$ cat src/rtl/bridge_req_arbiter.sv
// ---------------------------------------------------------------------------
// bridge_req_arbiter
//
// Purpose:
//    Arbitrates N core-side request channels onto the single request port of
//    the host bridge driver. Exactly one request is in flight at a time. The
//    winner is chosen by fixed priority (ch0 highest) or round-robin. Its
//    command word and parameters are registered at grant time. The driver's
//    result is returned to the winner with a one-cycle ch_done pulse. An
//    optional timeout aborts a request that the driver never completes.
//
// Ports:
//    clk          in   single clock, all logic on the rising edge
//    reset_n      in   asynchronous active-low reset
//    ch_valid     in   per-channel request, held high until that channel's ch_done
//    ch_word      in   per-channel command word, ch i at [i*WORD_W +: WORD_W]
//    ch_param     in   per-channel parameters, ch i at [i*PARAM_W +: PARAM_W]
//    ch_done      out  one-cycle completion pulse to the granted channel
//    ch_timeout   out  qualifies ch_done: request was aborted by the timeout
//    ch_result    out  result for the completing channel, held until next completion
//    grant_idx    out  index of the channel in flight
//    req_valid    out  request to the bridge driver
//    req_word     out  registered command word of the granted channel
//    req_param    out  registered parameters of the granted channel
//    req_done     in   driver completion pulse, req_result valid in the same cycle
//    req_result   in   driver result word
// ---------------------------------------------------------------------------
module bridge_req_arbiter #(
   parameter int NUM_CH      = 8,
   parameter int WORD_W      = 32,
   parameter int PARAM_W     = 96,
   parameter int RR_MODE     = 0,
   parameter int TIMEOUT_CYC = 0,
   localparam int IDX_W      = (NUM_CH > 1) ? $clog2(NUM_CH) : 1
) (
   input  logic                       clk,
   input  logic                       reset_n,
   input  logic [NUM_CH-1:0]          ch_valid,
   input  logic [NUM_CH*WORD_W-1:0]   ch_word,
   input  logic [NUM_CH*PARAM_W-1:0]  ch_param,
   output logic [NUM_CH-1:0]          ch_done,
   output logic                       ch_timeout,
   output logic [WORD_W-1:0]          ch_result,
   output logic [IDX_W-1:0]           grant_idx,
   output logic                       req_valid,
   output logic [WORD_W-1:0]          req_word,
   output logic [PARAM_W-1:0]         req_param,
   input  logic                       req_done,
   input  logic [WORD_W-1:0]          req_result
);

   localparam logic [1:0] ST_IDLE   = 2'd0;
   localparam logic [1:0] ST_ACTIVE = 2'd1;
   localparam logic [1:0] ST_DONE   = 2'd2;

   localparam int             CNT_W    = (TIMEOUT_CYC > 1) ? $clog2(TIMEOUT_CYC) : 1;
   localparam logic [CNT_W-1:0] CNT_LAST = (TIMEOUT_CYC > 0) ? CNT_W'(TIMEOUT_CYC - 1) : '0;

   logic [1:0]          r_state;
   logic [IDX_W-1:0]    r_grant;
   logic [IDX_W-1:0]    r_rrPtr;
   logic [WORD_W-1:0]   r_word;
   logic [PARAM_W-1:0]  r_param;
   logic [WORD_W-1:0]   r_result;
   logic                r_timeout;
   logic [CNT_W-1:0]    r_count;

   logic [NUM_CH-1:0]   w_hiMask;
   logic [NUM_CH-1:0]   w_pickSet;
   logic [IDX_W-1:0]    w_winner;
   logic                w_anyValid;
   logic                w_expired;
   logic [NUM_CH-1:0]   w_doneVec;

   // Winner selection. Round-robin is a two-pass search: first the
   // requesters strictly above the last granted index, and if none of those
   // are set, all requesters from ch0 upward. That gives the NUM_CH-1 -> 0 wrap.
   // Fixed priority always uses the second pass. The descending loop leaves
   // the lowest set index in w_winner.
   always_comb begin
      w_hiMask = '0;
      for (int k = 0; k < NUM_CH; k++) begin
         w_hiMask[k] = ch_valid[k] && (k > int'(r_rrPtr));
      end
      w_pickSet = ((RR_MODE != 0) && (w_hiMask != '0)) ? w_hiMask : ch_valid;
      w_winner  = '0;
      for (int k = NUM_CH - 1; k >= 0; k--) begin
         if (w_pickSet[k]) begin
            w_winner = IDX_W'(k);
         end
      end
   end

   assign w_anyValid = |ch_valid;
   assign w_expired  = (TIMEOUT_CYC > 0) && (r_count == CNT_LAST);

   // Request lifecycle: grant in IDLE, wait for the driver (or the timeout)
   // in ACTIVE, and spend one cycle in DONE to pulse ch_done. The RR pointer
   // only moves in DONE. A request lost to reset therefore never counts as served.
   always_ff @(posedge clk or negedge reset_n) begin
      if (!reset_n) begin
         r_state   <= ST_IDLE;
         r_grant   <= '0;
         r_rrPtr   <= IDX_W'(NUM_CH - 1);
         r_word    <= '0;
         r_param   <= '0;
         r_result  <= '0;
         r_timeout <= 1'b0;
         r_count   <= '0;
      end else begin
         case (r_state)
            ST_IDLE: begin
               if (w_anyValid) begin
                  r_grant <= w_winner;
                  r_word  <= ch_word[w_winner*WORD_W +: WORD_W];
                  r_param <= ch_param[w_winner*PARAM_W +: PARAM_W];
                  r_count <= '0;
                  r_state <= ST_ACTIVE;
               end
            end
            ST_ACTIVE: begin
               r_count <= r_count + 1'b1;
               // A driver completion takes precedence over a simultaneous expiry.
               if (req_done) begin
                  r_result  <= req_result;
                  r_timeout <= 1'b0;
                  r_state   <= ST_DONE;
               end else if (w_expired) begin
                  r_result  <= '1;
                  r_timeout <= 1'b1;
                  r_state   <= ST_DONE;
               end
            end
            ST_DONE: begin
               r_rrPtr <= r_grant;
               r_state <= ST_IDLE;
            end
            default: begin
               r_state <= ST_IDLE;
            end
         endcase
      end
   end

   // The completion pulse is decoded from the state register. It stays one-hot
   // and drops as soon as reset is asserted.
   always_comb begin
      w_doneVec = '0;
      if (r_state == ST_DONE) begin
         w_doneVec[r_grant] = 1'b1;
      end
   end

   assign ch_done    = w_doneVec;
   assign ch_timeout = r_timeout;
   assign ch_result  = r_result;
   assign grant_idx  = r_grant;
   assign req_valid  = (r_state == ST_ACTIVE);
   assign req_word   = r_word;
   assign req_param  = r_param;

endmodule
$ cat config.mk
export PLATFORM = sky130hd
export DESIGN_NAME = bridge_req_arbiter
export DESIGN_NICKNAME = d
export VERILOG_FILES = /design/src/rtl/bridge_req_arbiter.sv
export SDC_FILE = /design/constraint.sdc
export NUM_CORES = 1
export LEC_CHECK = 0
export CORE_AREA = 2 2 477 479
export CTS_CLUSTER_SIZE = 30
export DETAILED_ROUTE_END_ITERATION = 8
export DIE_AREA = 0 0 479 481
export PLACE_DENSITY = 0.3
export SYNTH_ARGS = -nofsm -noshare
export SYNTH_HDL_FRONTEND = slang
export SYNTH_SLANG_ARGS = --single-unit
$ cat constraint.sdc
create_clock -name clk -period 2.75 [get_ports clk]
set_clock_uncertainty 0.15 [all_clocks]
set_input_delay 0.825 -clock clk [delete_from_list [all_inputs] [get_ports clk]]
set_output_delay 0.825 -clock clk [all_outputs]
set_load 0.05 [all_outputs]
==> key figures <==
Clocking
  – Clk sinks: 165
  – Worst-Skew Late Latency: 0.56 ns
  – CTS buffer count: 17
  – Clock transition at the registers of the reported paths: 0.09 ns
  – Clock Path Buffers: 2
  – H-tree depth: 4
  – Clk root buf: clkbuf_16
  – Clock tree from TritonCTS: yes

Logic synthesis
  – Post-synth top area cell: dfrtp_1
  – Yosys cell types: 35
  – Main area contributors after synthesis: dfrtp_1 30%, mux2i_1 18%, nand2_1 16%
  – Warnings, synthesis: 0
  – Mean Syn Cell Area: 7.835 µm²
  – Cells after Synth: 1742
  – Count of state elements after synthesis: 165
  – Top FF cell, synth: dfrtp_1
  – Async S/R FF share, synth: 100.0%
  – Number of synthesized flops with an enable pin: 0
  – Share of the synthesized area in the top cell type: 30.25%
  – Sequential area share after synthesis: 30.25%
  – Synthesized area: 0.01365 mm²
  – Syn Nets: 2809

Worst setup path
  – Crit path from: ch_valid[2]
  – Worst path most repeated cell: buf_4
  – CP required: 3.10 ns
  – Crit path DAT: 3.16 ns
  – Setup crit end kind: flop
  – CP Launch Type: primary input
  – Critical Setup Path Class: primary input to flop
  – Crit path cell chain: clkdlybuf4s15_2 -> buf_4 -> nor3_2 -> o21ai_2 -> buf_4 -> buf_4 -> buf_4 -> nand2_4 -> buf_12 -> nand2_1 -> a21oi_1 -> a2111o_1
  – CP Max Fanout: 25
  – Slowest stage cell, crit path: a21oi_1
  – Crit Reg-Reg Startpoint: r_state[1]
  – Worst path max stage delay: 0.52 ns

GRT
  – Met2 usage: 28.58%
  – GR Overflow Total: 0
  – GRT Max-Usage Layer: met2
  – Initial antenna violation count: 82
  – Largest net degree at the start of global routing: 41
  – Vias in the first global route: 21650
  – Total GRT Usage: 15.68%
  – Met3 Usage GRT: 5.484%
  – First-pass GRT wire length: 233500 µm
  – GR Util met1: 17.48%

Floorplanning
  – Core Box Area: 0.2257 mm²
  – Full die area: 0.2304 mm²
  – Die W: 479 µm
  – Number of core rows: 175
  – Io pins: 1240
  – Initial Util: 6.046%
  – Die extent in y: 481 µm

STA
  – Tightest Pin Transition: 0.6532 ns
  – Fmax achieved: 0.3560 GHz
  – Pins Over Slew Limit: 0
  – Final min period: 2.809 ns
  – Normalized max-slew margin: 56.62%
  – Setup ws final: -0.05868 ns
  – Final period util: 102.1%
  – Hold Fails Final Rpt: 0
  – Final Setup Violations: 3
  – Setup repair after global routing missed its margin: yes

Finish
  – Area of the multi-input gates: 0.009040 mm²
  – Area Overhead vs Synth: 143.8%
  – Final Core Density: 14.74%
  – Share of cells above drive strength 1: 18.12%
  – Seq. cell area: 0.004129 mm²
  – Filler cell count: 25910
  – Fin area: 0.03327 mm²
  – Layout Nets: 4217

Placement
  – DP Worst Slack: -1.320 ns
  – Placed Area: 0.03166 mm²
  – DP HPWL: 158400 µm
  – IO buf count: 1238
  – Placer congestion estimate: 0.8536

Detailed routing
  – Antenna viol nets, final: 0
  – First-pass detailed-route iteration total: 5
  – Number of DRC markers in iteration 0: 899
  – DRC: 0
  – Vias per std cell: 3.243
  – Routed via count: 20060
  – Routed len/inst: 30.27 µm
  – Drt total wl: 187200 µm

Min path
  – Hold path start: req_param[22]
  – Hold Crit Class: flop to flop

Job
  – Number of max-cap violations: 0

Status
  – Failing checks: negative setup slack
  – Status: finished with violations

Power
  – IR drop worst, VDD: 0.4127 mV
  – Pwr Density: 702.0 mW/mm²
  – P_leak: 13.72 nW
area by class of cell:
class	instances	area share, %
tap	3009	11.32
sequential	165	12.41
multi-input combinational	1417	27.17
clock inverter	13	0.5453
antenna	13	0.09778
inverter	2	0.02256
clock buffer	18	1.320
timing repair buffer	1547	47.12
stage by stage:
step	setup TNS (ns)	std cells	hold slack, ns	power, mW
floorplan	-0.04393	1742	0.3794	11.60
detailed placement	-142.89	6105	0.3359	20.85
global placement	-147.47	6105	0.3278	20.85
finish	-0.06778	6184	0.3460	23.36
global route	-0.2946	6176	0.3675	24.60
CTS	-0.2502	6163	0.3531	24.17
routing by layer:
metal / share of wire, % / vias up / wire [µm]
met1: 39 / 9722 / 72090
met4: 1.6 / 54 / 2996
li1: - / 9142 / -
met3: 8.5 / 155 / 15950
met5: 0.18 / - / 346
met2: 51 / 984 / 95790
cell families (layout without fill, tap and decap cells):
| group | Yosys count | in the layout | share of synthesized area, % |
|---|---|---|---|
| buffers and inverters | 160 | 1580 | 6.115 |
| DFF | 165 | 165 | 30.25 |
| and+or+nand+nor | 624 | 624 | 18.13 |
| other | 1 | 14 | 0.02748 |
| AOI/OAI and AO/OA | 521 | 521 | 25.30 |
| muxes | 271 | 271 | 20.17 |
worst max-delay path: cells and delay by family:
family / cells / cell delay, ns
compound gates: 3 / 0.78
buf+inv: 6 / 0.96
simple gates: 3 / 0.46
repair_timing:
action,4_1_cts,5_1_grt
hold buffers,1,0
setup endpoints to repair,177,107
pin swaps,16,10
setup buffers,19,7
hold endpoints to repair,29,0
resized for setup,124,29
cloned,10,1
synthesized netlist by cell type, drive strengths merged, types with 12 or more instances:
master  number
nor2        12
o22ai      111
a21oi      274
clkbuf      52
o21ai       22
nand2      576
dfrtp      165
a2111o     111
or4         17
mux2i      239
buf        106
mux2        32
registers in the layout, indices dropped and copies added (netlist names):
signal and cells:
r_state 2, req_param 96, grant_idx 3, req_word 32, ch_result 32
layout by cell type (no fill, tap or decap), types with 3 or more instances in the layout:
cell and count:
mux2i_2 9, a21oi_2 6, nand2_4 8, nor2_1 6
mux2i_4 5, o22ai_2 4, o21ai_1 3, clkbuf_16 18
nand2_1 560, clkdlybuf4s50_1 1057, buf_4 332, inv_8 4
dlygate4sd2_1 43, nand2_2 7, mux2i_1 225, buf_16 13
a2111o_1 111, buf_6 14, or4_1 15, a21oi_1 268
diode_2 13, buf_12 73, nor2_4 4, mux2_2 32
bufbuf_16 4, o22ai_1 106, inv_6 5, dfrtp_1 165
o21ai_0 17
report_power, final:
group	switching, mW	internal (mW)	total, mW
Clock	1.64	1.42	3.05
Sequential	1.00	3.62	4.63
Combinational	10.1	5.55	15.7
Total	12.8	10.6	23.4
final timing paths:
| check | endpoint | slack, ns | cells after the start |
|---|---|---|---|
| worst max-delay path | req_param[29] | -0.06 | 12 |
| max in group asynchronous | req_param[20] | 1.09 | 4 |
| worst min register to register | req_param[22] | 0.35 | 1 |
| worst min-delay path | req_param[22] | 0.35 | 1 |
| worst max register to register | req_param[92] | 0.12 | 10 |
| min in group asynchronous | req_param[91] | 0.59 | 2 |
Power figures use the tool's default switching activity.
